### config.mk
export PLATFORM = sky130hd
export DESIGN_NAME = ws2812_bit_encoder
export DESIGN_NICKNAME = d
export VERILOG_FILES = /design/src/rtl/ws2812_bit_encoder.sv
export SDC_FILE = /design/constraint.sdc
export NUM_CORES = 1
export LEC_CHECK = 0
export BUFFER_PORTS_ARGS = -buffer_cell sky130_fd_sc_hd__buf_2
export CORE_ASPECT_RATIO = 0.9
export CORE_MARGIN = 2
export CORE_UTILIZATION = 60
export CTS_BUF_LIST = sky130_fd_sc_hd__clkbuf_8
export CTS_CLUSTER_SIZE = 25
export DETAILED_ROUTE_END_ITERATION = 8
export PLACE_DENSITY_LB_ADDON = 0.05
export RECOVER_POWER = 100
export SLEW_MARGIN = 20
export SYNTH_ARGS = -nofsm -noshare
export SYNTH_HDL_FRONTEND = slang
export SYNTH_SLANG_ARGS = --single-unit
### constraint.sdc
create_clock -name clk -period 6.95 [get_ports clk]
set_clock_uncertainty 0.2 [all_clocks]
set_input_delay 1.39 -clock clk [delete_from_list [all_inputs] [get_ports clk]]
set_output_delay 1.39 -clock clk [all_outputs]
set_load 0.1 [all_outputs]
### src/rtl/ws2812_bit_encoder.sv
// ws2812_bit_encoder: WS2812 one-wire NRZ line driver.
// Turns the current serial bit from the frame transmitter into the WS2812
// high/low waveform on dout. It paces the transmitter with new_bit_rqst and
// new_frame_rqst, holds the line low for the latch period after each set,
// and then pulses set_done.
// Optional feature: define WS2812_CONTINUOUS_EN to restart the next set
// straight after the latch period instead of returning to IDLE.
// All outputs are registered. Each output register is loaded from the
// next-state values, so the outputs line up with the state they describe.

module ws2812_bit_encoder #(
  parameter int T0H_CYC        = 20,
  parameter int T1H_CYC        = 40,
  parameter int BIT_CYC        = 62,
  parameter int LATCH_CYC      = 3000,
  parameter int BITS_PER_FRAME = 24,
  parameter int FRAMES_PER_SET = 8
) (
  input  logic clk,
  input  logic rst,
  input  logic start,
  input  logic bit_in,
  output logic new_bit_rqst,
  output logic new_frame_rqst,
  output logic dout,
  output logic busy,
  output logic set_done
);

  localparam int PH_W    = (BIT_CYC > 1)        ? $clog2(BIT_CYC)        : 1;
  localparam int BIT_W   = (BITS_PER_FRAME > 1) ? $clog2(BITS_PER_FRAME) : 1;
  localparam int FRAME_W = (FRAMES_PER_SET > 1) ? $clog2(FRAMES_PER_SET) : 1;
  localparam int LATCH_W = (LATCH_CYC > 1)      ? $clog2(LATCH_CYC)      : 1;

  localparam logic [PH_W-1:0]    PH_ZERO    = PH_W'(0);
  localparam logic [PH_W-1:0]    PH_ONE     = PH_W'(1);
  localparam logic [PH_W-1:0]    PH_LAST    = PH_W'(BIT_CYC - 1);
  localparam logic [PH_W-1:0]    PH_T0H     = PH_W'(T0H_CYC);
  localparam logic [PH_W-1:0]    PH_T1H     = PH_W'(T1H_CYC);
  localparam logic [BIT_W-1:0]   BIT_ZERO   = BIT_W'(0);
  localparam logic [BIT_W-1:0]   BIT_ONE    = BIT_W'(1);
  localparam logic [BIT_W-1:0]   BIT_LAST   = BIT_W'(BITS_PER_FRAME - 1);
  localparam logic [FRAME_W-1:0] FRAME_ZERO = FRAME_W'(0);
  localparam logic [FRAME_W-1:0] FRAME_ONE  = FRAME_W'(1);
  localparam logic [FRAME_W-1:0] FRAME_LAST = FRAME_W'(FRAMES_PER_SET - 1);
  localparam logic [LATCH_W-1:0] LATCH_ZERO = LATCH_W'(0);
  localparam logic [LATCH_W-1:0] LATCH_ONE  = LATCH_W'(1);
  localparam logic [LATCH_W-1:0] LATCH_LAST = LATCH_W'(LATCH_CYC - 1);

  typedef enum logic [1:0] {
    ST_IDLE  = 2'd0,
    ST_BIT   = 2'd1,
    ST_LATCH = 2'd2
  } state_t;

  state_t               state_r, state_s;
  logic [PH_W-1:0]      ph_r, ph_s;
  logic [BIT_W-1:0]     bit_cnt_r, bit_cnt_s;
  logic [FRAME_W-1:0]   frame_cnt_r, frame_cnt_s;
  logic [LATCH_W-1:0]   latch_cnt_r, latch_cnt_s;
  logic                 cur_bit_r, cur_bit_s;

  logic                 dout_s;
  logic                 busy_s;
  logic                 bit_rqst_s;
  logic                 frame_rqst_s;
  logic                 done_s;

  // State and counter registers, cleared by the synchronous reset.
  always_ff @(posedge clk) begin
    if (rst) begin
      state_r     <= ST_IDLE;
      ph_r        <= PH_ZERO;
      bit_cnt_r   <= BIT_ZERO;
      frame_cnt_r <= FRAME_ZERO;
      latch_cnt_r <= LATCH_ZERO;
      cur_bit_r   <= 1'b0;
    end else begin
      state_r     <= state_s;
      ph_r        <= ph_s;
      bit_cnt_r   <= bit_cnt_s;
      frame_cnt_r <= frame_cnt_s;
      latch_cnt_r <= latch_cnt_s;
      cur_bit_r   <= cur_bit_s;
    end
  end

  // Next-state and counter sequencing: bit phase, bit/frame counts, latch wait.
  always_comb begin
    state_s     = state_r;
    ph_s        = ph_r;
    bit_cnt_s   = bit_cnt_r;
    frame_cnt_s = frame_cnt_r;
    latch_cnt_s = latch_cnt_r;
    cur_bit_s   = cur_bit_r;
    case (state_r)
      ST_IDLE: begin
        ph_s        = PH_ZERO;
        bit_cnt_s   = BIT_ZERO;
        frame_cnt_s = FRAME_ZERO;
        latch_cnt_s = LATCH_ZERO;
        if (start) begin
          state_s = ST_BIT;
        end else begin
          state_s = ST_IDLE;
        end
      end
      ST_BIT: begin
        // The bit is sampled once, in the first phase cycle, so upstream
        // has the whole rqst-to-capture gap to present it.
        if (ph_r == PH_ZERO) begin
          cur_bit_s = bit_in;
        end else begin
          cur_bit_s = cur_bit_r;
        end
        if (ph_r == PH_LAST) begin
          ph_s = PH_ZERO;
          if (bit_cnt_r != BIT_LAST) begin
            bit_cnt_s = bit_cnt_r + BIT_ONE;
          end else if (frame_cnt_r != FRAME_LAST) begin
            bit_cnt_s   = BIT_ZERO;
            frame_cnt_s = frame_cnt_r + FRAME_ONE;
          end else begin
            bit_cnt_s   = BIT_ZERO;
            frame_cnt_s = FRAME_ZERO;
            latch_cnt_s = LATCH_ZERO;
            state_s     = ST_LATCH;
          end
        end else begin
          ph_s = ph_r + PH_ONE;
        end
      end
      ST_LATCH: begin
        if (latch_cnt_r == LATCH_LAST) begin
          latch_cnt_s = LATCH_ZERO;
          ph_s        = PH_ZERO;
          bit_cnt_s   = BIT_ZERO;
          frame_cnt_s = FRAME_ZERO;
`ifdef WS2812_CONTINUOUS_EN
          state_s     = ST_BIT;
`else
          state_s     = ST_IDLE;
`endif
        end else begin
          latch_cnt_s = latch_cnt_r + LATCH_ONE;
        end
      end
      default: begin
        state_s     = ST_IDLE;
        ph_s        = PH_ZERO;
        bit_cnt_s   = BIT_ZERO;
        frame_cnt_s = FRAME_ZERO;
        latch_cnt_s = LATCH_ZERO;
        cur_bit_s   = 1'b0;
      end
    endcase
  end

  // Output decode from the next state: waveform level, rqst/done pulses, busy.
  always_comb begin
    dout_s       = 1'b0;
    bit_rqst_s   = 1'b0;
    frame_rqst_s = 1'b0;
    done_s       = 1'b0;
    busy_s       = (state_s != ST_IDLE);
    case (state_s)
      ST_BIT: begin
        // Phase 0 is always high, and T0H_CYC >= 2 keeps it in the short
        // pulse. So the bit only matters from phase 1 on, where cur_bit_s
        // already holds the captured value.
        if (ph_s < PH_T0H) begin
          dout_s = 1'b1;
        end else if (ph_s < PH_T1H) begin
          dout_s = cur_bit_s;
        end else begin
          dout_s = 1'b0;
        end
        // The rqst pulses are high during the last phase cycle, so upstream
        // advances on the edge that starts the next bit.
        if (ph_s == PH_LAST) begin
          if (bit_cnt_s != BIT_LAST) begin
            bit_rqst_s = 1'b1;
          end else begin
            frame_rqst_s = 1'b1;
          end
        end else begin
          bit_rqst_s   = 1'b0;
          frame_rqst_s = 1'b0;
        end
      end
      ST_LATCH: begin
        if (latch_cnt_s == LATCH_LAST) begin
          done_s = 1'b1;
        end else begin
          done_s = 1'b0;
        end
      end
      ST_IDLE: begin
        dout_s = 1'b0;
      end
      default: begin
        dout_s = 1'b0;
      end
    endcase
  end

  // Registered outputs, forced quiet by the synchronous reset.
  always_ff @(posedge clk) begin
    if (rst) begin
      dout           <= 1'b0;
      busy           <= 1'b0;
      new_bit_rqst   <= 1'b0;
      new_frame_rqst <= 1'b0;
      set_done       <= 1'b0;
    end else begin
      dout           <= dout_s;
      busy           <= busy_s;
      new_bit_rqst   <= bit_rqst_s;
      new_frame_rqst <= frame_rqst_s;
      set_done       <= done_s;
    end
  end

endmodule

==> metrics.csv <==
metric;value;unit
pin_count;9;
clock-sinks;34;
tns;0;ns
yosys_warnings;0;
yosysUniqueCellTypes;57;
grt_use_met1;36.5;%
final-seq-area;681;um^2
end_kind;register;
grt_max_degree;28;
grt_pass1_wl;7770;um
tightest_slew;2.60;ns
dieArea;0.00404;mm^2
cts_root_buf;clkbuf_8;
critPathRequiredTime;6.95;ns
busiest_layer;met2;
yosysSeqAreaShare;31.9;%
gp_congestion;0.857;
hold_slack;0.312;ns
pre_cts_slack;4.03;ns
slew_headroom;-73.8;%
grtUsageMet3;7.05;%
h-tree-depth;2;
ir_worst_vdd;0.129;mV
die_x;66.8;um
area_growth;4.70;%
insertedDiodeCount;0;
cts_tree;done;
clock_latency;0.29;ns
cts_hold_buf;0;
r2r-start;state_r[1]$_SDFF_PP0_;
synthTopCellsByArea;dfxtp_1 (32%), ha_1 (6.5%), nor2_1 (4.4%);
path_class;register to register;
worst_slack;2.32;ns
syn_avg_cell_area;8.52;um^2
syn-num-nets;265;
fillers;295;
final-instance-count-excl-fill;295;
crit_fanout;27;
violations;capacitance limit, slew limit;
start_util;63.1;%
ys_ff_latch;34;
post_cts_buffers;0;
fmax;216;MHz
hold_viol;0;
grt_pass1_vias;1626;
antenna_found_initial;0;
hpwl;3210;um
fin_nets;265;
worst_setup_path_start_kind;register;
layout_commonest_cell;dfxtp_1;
power.leakage;0.768;nW
grtUsageTotal;25.6;%
cap_violations;1;
crit_start;state_r[1]$_SDFF_PP0_;
async_flop_share;0;%
overflow;0;
ff2ff_path_depth;7;
firstDrtPassIters;4;
setup_viol;0;
clk_pin_slew;0.08;ns
p_per_area;199;mW/mm^2
port_buffers;8;
synth_top_flop_cell;dfxtp_1;
dp.cells;287;
cts_buffers;5;
netlist.top_cell.by_area;dfxtp_1;
num_vias;1857;
clockBufferDepth;2;
power.total;0.444;mW
min_period_over_period;66.6;%
drive_above_1_share;7.17;%
syn_area;0.00213;mm^2
drtAntennaViolNets;0;
status;finished with violations;
crit_path_end;new_frame_rqst$_SDFF_PP0_;
hold_path.class;register to register;
multi_input_area;0.00128;mm^2
routedWlPerCell;16.0;um
synthCells;250;
grtUsageMet2;37.4;%
synth_top_area_share;31.9;%
arrival;4.63;ns
regToRegEndpoint;new_frame_rqst$_SDFF_PP0_;
core-area;0.00338;mm^2
period_minus_slack;4.63;ns
core.rowCount;20;
remaining_drc_errors;0;
cts-resized-gates;0;
wirelength;4730;um
r2r_setup_slack;2.32;ns
synth-edff-count;0;
drt-initial-drc-count;217;
die_y;60.5;um
rsz0062_at_grt;no;
vias_per_cell;6.29;
final_cell_mix;dfxtp_1 (34), nor2_1 (25), a21oi_1 (16);
maxSlewViolCount;28;
worst min path at each step:
stage                           startpoint                          end  slack (ns)  depth (start not counted)
2_1_floorplan    latch_cnt_r[1]$_SDFF_PP0_    latch_cnt_r[1]$_SDFF_PP0_        0.27                          2
3_3_place_gp   frame_cnt_r[2]$_SDFFE_PP0P_  frame_cnt_r[2]$_SDFFE_PP0P_        0.30                          2
3_5_place_dp     latch_cnt_r[1]$_SDFF_PP0_    latch_cnt_r[1]$_SDFF_PP0_        0.30                          2
4_1_cts          latch_cnt_r[1]$_SDFF_PP0_    latch_cnt_r[1]$_SDFF_PP0_        0.32                          2
5_1_grt          latch_cnt_r[1]$_SDFF_PP0_    latch_cnt_r[1]$_SDFF_PP0_        0.34                          2
6_report         latch_cnt_r[1]$_SDFF_PP0_    latch_cnt_r[1]$_SDFF_PP0_        0.31                          2
routing by layer:
layer,vias up,routed length [um]
met5,-,0
met4,0,78
met3,8,293
met2,55,1970
met1,869,2390
li1,925,-
per-stage QoR:
stage	util [%]	area, um^2
after floorplan	-	2130
after global placement	63.1	2130
after detailed placement	63.1	2130
after CTS	67.2	2270
after global routing	66.0	2230
final	66.0	2230
where the power goes:
| group | internal, mW | leakage, nW | switching [mW] |
|---|---|---|---|
| Combinational | 0.00669 | 0.425 | 0.0195 |
| Clock | 0.144 | 0.0683 | 0.0767 |
| Sequential | 0.196 | 0.275 | 0.000882 |
Yosys cell counts (3+ instances only):
| master | n |
|---|---|
| clkbuf_1 | 7 |
| nor2b_1 | 6 |
| a41oi_1 | 3 |
| inv_1 | 12 |
| nor2_1 | 25 |
| nand4_1 | 8 |
| a21oi_1 | 16 |
| nor3_1 | 13 |
| a21o_1 | 3 |
| nand3_1 | 10 |
| mux2i_1 | 3 |
| buf_2 | 4 |
| o21ai_0 | 7 |
| a211oi_1 | 5 |
| ha_1 | 11 |
| a22oi_1 | 7 |
| and3_1 | 3 |
| and4_1 | 3 |
| dfxtp_1 | 34 |
| o21a_1 | 4 |
| nand2_1 | 13 |
| nor4_1 | 4 |
| and2_1 | 3 |
| nand3b_1 | 5 |
layout make-up:
| class | instances | share of cell area (%) |
|---|---|---|
| clock inverter | 3 | 3.08 |
| multi-input combinational | 189 | 57.4 |
| sequential | 34 | 30.5 |
| inverter | 12 | 2.02 |
| tap | 44 | 2.47 |
| timing repair buffer | 8 | 1.46 |
| clock buffer | 5 | 3.08 |
cell families (layout without fill, tap and decap cells):
family / Yosys count / count (layout) / share of synthesized area (%)
simple gates: 104 / 104 / 27.5
compound gates: 66 / 66 / 24.0
flops: 34 / 34 / 31.9
buf+inv: 27 / 28 / 6.52
fa+ha+maj: 11 / 11 / 6.46
xor+xnor: 4 / 4 / 1.64
mux: 4 / 4 / 1.94
state kept, by name (all words and copies together) (netlist names):
signal,count
bit_cnt_r,5
busy,1
cur_bit_r,1
dout,1
frame_cnt_r,3
latch_cnt_r,12
new_bit_rqst,1
new_frame_rqst,1
ph_r,6
set_done,1
state_r,2
critical path, cell delays in order, from the launching register on:
cell and delay, ns:
dfxtp_1 0.42, ha_1 0.41, inv_1 0.10, a31oi_1 1.82
o21ai_0 0.66, a2111oi_4 0.52, nand4bb_1 0.20, nor4_1 0.20
(Power assumes the default switching activity.)
